**src/rtl/report_framer.sv**
```systemverilog
// rtl/report_framer.sv - ASCII report framer for BCD sensor channels into a TX FIFO
module report_framer #(
    parameter int NUM_CH     = 3,
    parameter int DIGITS     = 4,
    parameter int DATA_WIDTH = 8
) (
    input  logic                         clk,
    input  logic                         rst,
    input  logic                         tick,
    input  logic [NUM_CH-1:0]            ch_en,
    input  logic [NUM_CH-1:0]            ch_valid,
    input  logic [NUM_CH*DIGITS*4-1:0]   ch_digits,
    input  logic                         fifo_full,
    output logic                         fifo_wr,
    output logic [DATA_WIDTH-1:0]        fifo_wdata,
    output logic                         busy,
    output logic                         overrun
);

    localparam int CW = (NUM_CH > 1) ? $clog2(NUM_CH) : 1;
    localparam int DW = (DIGITS > 1) ? $clog2(DIGITS) : 1;

    // r_state names the byte that will be written next, not the one on the outputs
    typedef enum logic [2:0] {
        S_IDLE,
        S_ID,
        S_SEP,
        S_DIG,
        S_CR,
        S_LF
    } state_t;

    state_t                       r_state;
    logic [NUM_CH-1:0]            r_en;
    logic [NUM_CH-1:0]            r_valid;
    logic [NUM_CH*DIGITS*4-1:0]   r_digits;
    logic [CW-1:0]                r_ch;
    logic [DW-1:0]                r_dig;

    logic [CW:0]                  w_first;
    logic [CW:0]                  w_next;
    logic [3:0]                   w_nib;
    logic                         w_vld;
    logic [7:0]                   w_dig_char;
    logic [7:0]                   w_byte;

    // Lowest enabled channel at or above start; MSB flags that one was found
    function automatic logic [CW:0] f_next(input logic [NUM_CH-1:0] en, input int start);
        logic [CW:0] res;
        res = '0;
        for (int i = NUM_CH - 1; i >= 0; i--) begin
            if (en[i] && (i >= start)) begin
                res = {1'b1, CW'(i)};
            end
        end
        return res;
    endfunction

    assign w_first = f_next(ch_en, 0);
    assign w_next  = f_next(r_en, int'(r_ch) + 1);

    // Select the current digit nibble (most significant first) and its channel valid flag
    always_comb begin
        w_nib = '0;
        w_vld = 1'b0;
        for (int c = 0; c < NUM_CH; c++) begin
            for (int d = 0; d < DIGITS; d++) begin
                if ((c == int'(r_ch)) && (d == int'(r_dig))) begin
                    w_nib = r_digits[c*DIGITS*4 + (DIGITS-1-d)*4 +: 4];
                    w_vld = r_valid[c];
                end
            end
        end
    end

    // Map the pending state to its ASCII byte
    always_comb begin
        w_dig_char = 8'h2D;
        if (w_vld) begin
            w_dig_char = (w_nib > 4'd9) ? 8'h3F : (8'h30 + {4'h0, w_nib});
        end
        w_byte = 8'h00;
        case (r_state)
            S_ID:    w_byte = 8'h41 + 8'(r_ch);
            S_SEP:   w_byte = 8'h3A;
            S_DIG:   w_byte = w_dig_char;
            S_CR:    w_byte = 8'h0D;
            S_LF:    w_byte = 8'h0A;
            default: w_byte = 8'h00;
        endcase
    end

    // Frame sequencer: snapshots on tick, emits one byte per non-full cycle, flags overruns
    always_ff @(posedge clk or negedge rst) begin
        if (!rst) begin
            r_state    <= S_IDLE;
            r_en       <= '0;
            r_valid    <= '0;
            r_digits   <= '0;
            r_ch       <= '0;
            r_dig      <= '0;
            fifo_wr    <= 1'b0;
            fifo_wdata <= '0;
            busy       <= 1'b0;
            overrun    <= 1'b0;
        end else begin
            fifo_wr <= 1'b0;
            overrun <= tick && busy;
            case (r_state)
                S_IDLE: begin
                    if (busy) begin
                        // LF is on the outputs this cycle; the frame ends here
                        busy <= 1'b0;
                    end else if (tick && w_first[CW]) begin
                        r_en     <= ch_en;
                        r_valid  <= ch_valid;
                        r_digits <= ch_digits;
                        r_ch     <= w_first[CW-1:0];
                        r_dig    <= '0;
                        busy     <= 1'b1;
                        if (!fifo_full) begin
                            fifo_wr    <= 1'b1;
                            fifo_wdata <= DATA_WIDTH'(8'h41 + 8'(w_first[CW-1:0]));
                            r_state    <= S_SEP;
                        end else begin
                            r_state    <= S_ID;
                        end
                    end
                end
                default: begin
                    if (!fifo_full) begin
                        fifo_wr    <= 1'b1;
                        fifo_wdata <= DATA_WIDTH'(w_byte);
                        case (r_state)
                            S_ID:  r_state <= S_SEP;
                            S_SEP: r_state <= S_DIG;
                            S_DIG: begin
                                if (r_dig == DW'(DIGITS - 1)) begin
                                    r_dig <= '0;
                                    if (w_next[CW]) begin
                                        r_ch    <= w_next[CW-1:0];
                                        r_state <= S_ID;
                                    end else begin
                                        r_ch    <= '0;
                                        r_state <= S_CR;
                                    end
                                end else begin
                                    r_dig <= r_dig + DW'(1);
                                end
                            end
                            S_CR: r_state <= S_LF;
                            S_LF: begin
                                r_ch    <= '0;
                                r_dig   <= '0;
                                r_state <= S_IDLE;
                            end
                            default: r_state <= S_IDLE;
                        endcase
                    end
                end
            endcase
        end
    end

endmodule

```
**config.mk**
```make
export PLATFORM = sky130hd
export DESIGN_NAME = report_framer
export DESIGN_NICKNAME = d
export VERILOG_FILES = /design/src/rtl/report_framer.sv
export SDC_FILE = /design/constraint.sdc
export NUM_CORES = 1
export LEC_CHECK = 0
export ABC_AREA = 1
export CAP_MARGIN = 20
export CORE_MARGIN = 10
export CORE_UTILIZATION = 55
export CTS_BUF_LIST = sky130_fd_sc_hd__clkbuf_4
export DETAILED_ROUTE_END_ITERATION = 10
export GPL_TIMING_DRIVEN = 1
export PLACE_DENSITY = 0.82
export SYNTH_ARGS = -nofsm -noshare
export SYNTH_HDL_FRONTEND = slang
export SYNTH_SLANG_ARGS = --single-unit
```
**constraint.sdc**
```tcl
create_clock -name clk -period 2.7 [get_ports clk]
set_clock_uncertainty 0.1 [all_clocks]
set_input_delay 0.27 -clock clk [delete_from_list [all_inputs] [get_ports clk]]
set_output_delay 0.27 -clock clk [all_outputs]
set_load 0.01 [all_outputs]
```
==> metrics.yaml <==
drcViolationCount: 0
synth_top_family_by_area: "simple AND/OR/NAND/NOR gates"
synthAdderAreaFrac: 0.0451
worst_pin_slew_ns: 0.749
initial_core_util: 0.569
io_pins: 69
synth_seq_cells: 71
yosys.area.top_type: "dfrtp_1"
drive_above_1_share: 0.0911
tns_ns: 0
ys_types: 35
final_hold_viol_count: 0
route.vias.total: 3547
final-max-slew-violation-count: 0
p_per_area_nw_per_um2: 1040
synth.avg_cell_area_um2: 7.12
synth_compound_area_frac: 0.0666
syn-cell-area_um2: 3890
synth_simple_gate_area_share: 0.361
peakVddDrop_mv: 0.495
finalCritPeriodShare: 0.895
relSlewSlack: 0.501
drt_iter0_drc: 135
cts_tree: "yes"
worstRegToRegCells: 26
nets: 693
cts.sinks: 71
max_freq_ghz: 0.414
hp-start: "ch_digits[2]"
clk_latency_ns: 0.43
die_height_um: 104
clkTransAtPathRegs_ns: 0.11
final.setup.worst_slack_ns: 0.284
portBuffers: 67
final_cells: 722
crit_arrival_ns: 2.69
synth_most_common_cell: "nand2_1"
ant_nets: 0
antenna_found_initial: 0
place_congestion: 0.929
die_area_um2: 10800
end_kind: "flip-flop"
use_met3: 0.0372
synth_warnings: 0
grt_max_degree: 56
slowest_delay_ns: 0.47
met2_usage: 0.285
placed_cells: 705
startpoint: "r_ch[0]$_DFFE_PN0P_"
synth-edff-count: 0
cts_setup_buffers: 0
rr_startpoint: "r_ch[0]$_DFFE_PN0P_"
area_growth_pct: 26.2
syn_nets: 618
rsz0062_at_grt: "no"
synth_common_cells: "273 x nand2_1, 71 x dfrtp_1, 50 x inv_1"
gr-usage-met1: 0.222
synth-xor-area-share: 0
viasPerCell: 4.91
grt_pass1_vias: 3498
syn_inst: 546
endpoint: "fifo_wdata[2]$_DFFE_PN0P_"
crit_fanout: 8
whs_ns: 0.262
netlist.area_leader.share: 0.457
setup_viol_count_final: 0
status: "complete, no violations"
async_flop_share: 1.00
clk_path_buf_depth: 2
dp_slack_ns: 0.0432
hp-class: "in -> reg"
maxCapViolations: 0
critPathSlowestCell: "dfrtp_2"
drt_pass1_iterations: 5
num-fill-cells: 571
busiest_layer: "met2"
yosys_most_used_dff: "dfrtp_1"
track_usage: 0.176
r2r_end: "fifo_wdata[2]$_DFFE_PN0P_"
numCtsBuffers: 9
fp.coreArea_um2: 6830
synth_mux_area_frac: 0
period_minus_slack_ns: 2.42
drt_wl_total_mm: 9.29
critical_path_required_ns: 2.97
root_buffer: "clkbuf_4"
criticalPathCategory: "reg -> reg"
insertedDiodeCount: 0
start_kind: "flip-flop"
finalPower_mw: 5.12
hpwlAfterDp_mm: 7.12
die_w_um: 104
rows: 30
grt_pass1_wl_mm: 16.3
gr-total-overflow: 0
htreeDepth: 3
crit_path_frequent_cell: "nand2_1"
routedWlPerCell_um: 12.9
rrSetupSlack_ns: 0.28
p_leak_nw: 2.66
yosys-top-cells-area: "dfrtp_1 46%, nand2_1 26%, inv_1 4.8%"
synth_seq_area_share: 0.457
## cell usage in the layout, fill, tap and decap left out, types with 8 or more instances in the layout
| cell type | n |
|---|---|
| o21ai_0 | 19 |
| nand2_1 | 273 |
| ha_1 | 9 |
| dfrtp_1 | 69 |
| inv_1 | 47 |
| clkbuf_4 | 11 |
| nand3_1 | 16 |
| clkdlybuf4s50_1 | 66 |
| nor2_1 | 39 |
| nand2_2 | 8 |
## power by group
part	total, mW	internal (mW)	switching [mW]	leakage, nW
logic	2.50	0.983	1.51	1.68
registers	1.86	1.54	0.321	0.894
clock network	0.763	0.390	0.373	0.0859
## layout make-up
cell class                      count  area (um2)  share of cell area
Multi-Input combinational cell    409        1880               0.383
Sequential cell                    71        1780               0.363
Timing Repair Buffer               77         768               0.157
Inverter                           53         201              0.0411
Tap cell                           96         120              0.0245
Clock buffer                       11        82.6              0.0168
Clock inverter                      5        72.6              0.0148
## repair_timing
item | in CTS | in global routing
hold buffers | 1 | 0
endpoints found under the hold margin | 31 | 0
endpoints found under the setup margin | 0 | 4
resized for setup | 0 | 12
## through the flow
stage | util | area [um2]
global route | 0.718 | 4900
floorplan | - | 3890
finish | 0.718 | 4900
CTS | 0.713 | 4870
global placement | 0.689 | 4700
detailed placement | 0.689 | 4700
## cell families after synthesis
| kind of cell | after synthesis |
|---|---|
| AND/OR/NAND/NOR | 352 |
| flip-flops | 71 |
| buffers and inverters | 66 |
| AO/OA/AOI/OAI | 42 |
| adder cells (fa/ha/maj) | 14 |
| other | 1 |
## registers in the layout, summed over array words and instances (netlist names)
name / flops
fifo_wr: 1
r_en: 3
r_valid: 3
r_digits: 48
busy: 1
fifo_wdata: 7
r_state: 3
overrun: 1
r_dig: 2
r_ch: 2
## how the worst min path moves through the flow
stage                          endpoint  slack (ns)  cells past startpoint
2_1_floorplan          busy$_DFFE_PN0P_       -0.13                      0
3_3_place_gp   r_digits[10]$_DFFE_PN0P_        0.28                      1
3_5_place_dp   r_digits[10]$_DFFE_PN0P_        0.28                      1
4_1_cts         r_digits[6]$_DFFE_PN0P_        0.26                      3
5_1_grt         r_digits[2]$_DFFE_PN0P_        0.27                      3
6_report        r_digits[2]$_DFFE_PN0P_        0.26                      3
## worst max-delay path: cells and delay by family, from the launching register on
family / cells / cell delay [ns]
DFF: 1 / 0.47
adders and majority gates: 1 / 0.21
AOI/OAI and AO/OA: 1 / 0.11
and+or+nand+nor: 21 / 1.20
buffers and inverters: 3 / 0.26
## routing by layer
metal | vias to the layer above | wire, um
li1 | 1828 | -
met1 | 1608 | 4270
met2 | 94 | 4360
met3 | 17 | 452
met4 | 0 | 202
met5 | - | 0
Note: power is estimated with default switching activity, not from simulation.
==> RTL change (same settings) <==
Re-encode `state_t` (6 states) as one-hot, 6 bits wide.
--- a/src/rtl/report_framer.sv
+++ b/src/rtl/report_framer.sv
@@ -21,13 +21,13 @@
     localparam int DW = (DIGITS > 1) ? $clog2(DIGITS) : 1;
 
     // r_state names the byte that will be written next, not the one on the outputs
-    typedef enum logic [2:0] {
-        S_IDLE,
-        S_ID,
-        S_SEP,
-        S_DIG,
-        S_CR,
-        S_LF
+    typedef enum logic [5:0] {
+        S_IDLE = 6'b000001,
+        S_ID   = 6'b000010,
+        S_SEP  = 6'b000100,
+        S_DIG  = 6'b001000,
+        S_CR   = 6'b010000,
+        S_LF   = 6'b100000
     } state_t;
 
     state_t                       r_state;
Check against the original RTL: same outputs for any inputs over 4 cycles, from zero or initial values and one cycle with rst low; so few cycles prove little.
==> RTL change against the original RTL <==
Final cell count up 0.42%; utilization up 0.63 points; final area up 1.4%; sequential cell count up 3; area after synthesis up 0.87%; routed wire length up 7.4%; setup slack worse by 0.077 ns; power down 1.1%; sequential share of layout area up 1.0 points; combinational power down 4%; count of clock-buffer cells in the layout down 2; first-iteration DRC count up 24%; largest power group unchanged.
==> RTL change: results (changes against the original RTL) <==
- The adder and majority cell fraction of the synthesized area is 3.511% (was 4.507%).
- The arrival time of the worst setup path is 2.78 ns (was 2.69 ns).
- Leading cell types by total area after synthesis: dfrtp_1, nand2_1, inv_1 (unchanged).
- The number of global-route vias before repair came to 3611 (was 3498).
- Run status: finished, final reports clean (unchanged).
- The average routed wire per standard cell is 13.76 µm (was 12.86 µm).
- The proportion of layout cells with a drive suffix above 1 is 8.903% (was 9.105%).
- The routability congestion estimate is 0.9422 (was 0.9286).
- The share of synthesized registers carrying an async set or reset was 100.0% (unchanged).
- The DRC violation total after the first TritonRoute iteration is 167 (was 135).
- The met1 routed wirelength after detailed routing was 4468 µm (was 4268 µm).
- The routed length on met3 is 516 µm (was 452 µm).
- The worst supply voltage drop on vdd is 0.0005461 V (was 0.0004948 V).
- The worst setup slack before clock tree synthesis was 0.05749 ns (was 0.04324 ns).
- The global-route usage over all layers came to 18.36% (was 17.63%).
- The maximum number of pins on one net before global-route repair is 50 (was 56).
- The number of buffers added to fix hold violations after cts is 1 (unchanged).
- The synthesized net count is 614 (was 618).
- The worst min-delay path class is input port to flip-flop (unchanged).
- The sum of met2 wire segment lengths after detailed routing is 4779 µm (was 4361 µm).
- The HPWL reported at the end of detailed placement is 7423 µm (was 7119 µm).
- The slew at the pin closest to its max-slew limit is 0.8225 ns (was 0.7491 ns).
- The count of port buffers added during placement is 67 (unchanged).
- The leakage component of the power came to 2.657 nW (was 2.660 nW).
- The wire length of the first global-routing pass is 16840 µm (was 16290 µm).
- The sequential cell area fraction in the yosys report is 47.27% (was 45.72%).
- The number of vias per cell is 5.057 (was 4.913).
- The cell class contributing the biggest share of worst-path delay is simple AND/OR/NAND/NOR gates (unchanged).
- The placed instance count is 704 (was 705).
- The final wirelength is 9973 µm (was 9285 µm).
- The count of unique library cells instantiated by Yosys is 29 (was 35).
- The longest individual stage delay on the worst path is 0.45 ns (was 0.47 ns).
- The post-placement cell area came to 4733 µm² (was 4705 µm²).
- Biggest regs: r_digits: 48 flops, fifo_wdata: 7 flops, r_state: 6 flops (was r_digits: 48 flops, fifo_wdata: 7 flops).
- The net total in the final layout is 693 (unchanged).
- The average instance area after synthesis was 7.193 µm² (was 7.118 µm²).
- The buffer cell driving the clock tree root is clkbuf_4 (unchanged).
- Top post-synthesis cells by count: nand2_1, dfrtp_1, inv_1 (unchanged).
- The switching share of power is 42.77% (was 43.11%).
- The number of cell instances on the worst register-to-register path was 24 (was 26).
- The area fraction in compound gates after synthesis was 7.277% (was 6.665%).
==> RTL change: cell types whose count changed in the layout (fill, tap and decap cells not counted), sizes merged, moves of 3 or more <==
cell,before,now
nor2,41,25
nor4,1,5
nand2,282,266
buf,10,14
o21ai,19,34
inv,53,60
ha,14,11
nand3,16,23
==> RTL change: cells by family after synthesis <==
family | count (synthesis)
flip-flops | 74
buffers and inverters | 73
AND/OR/NAND/NOR | 334
adder cells (fa/ha/maj) | 11
other | 1
AO/OA/AOI/OAI | 52
==> RTL change: power by group through the flow <==
| stage | logic (mW) | clock network (mW) | registers, mW |
|---|---|---|---|
| 2_1_floorplan | 1.58 | 0 | 1.84 |
| 3_3_place_gp | 2.20 | 0 | 1.88 |
| 3_5_place_dp | 2.28 | 0 | 1.90 |
| 4_1_cts | 2.29 | 0.774 | 1.88 |
| 5_1_grt | 2.77 | 0.819 | 1.94 |
| 6_report | 2.41 | 0.766 | 1.88 |
==> RTL change: worst paths after layout <==
kind / start / endpoint / slack [ns]
max reg2reg: r_dig[0] / fifo_wdata[0] / 0.21
min reg2reg: r_digits[30] / r_digits[30] / 0.39
min in group asynchronous: rst / r_digits[23] / 0.28
max: r_dig[0] / fifo_wdata[0] / 0.21
max in group asynchronous: rst / r_state[0] / 1.48
min: ch_digits[37] / r_digits[37] / 0.25
==> RTL change: final cells by class <==
cell class / instances / area [µm²]
Inverter: 60 / 225.2
Clock buffer: 9 / 67.56
Tap cell: 96 / 120.1
Timing Repair Buffer: 81 / 785.8
Multi-Input combinational cell: 398 / 1837
Clock inverter: 7 / 83.83
Fill cell: 561 / 1894
Sequential cell: 74 / 1856
==> RTL change: metal layers <==
layer / GRT usage [%] / up-vias
met2: 30.13 / 113
met4: 7.555 / 0
met3: 3.408 / 18
met5: 0 / -
li1: - / 1844
met1: 23.11 / 1691
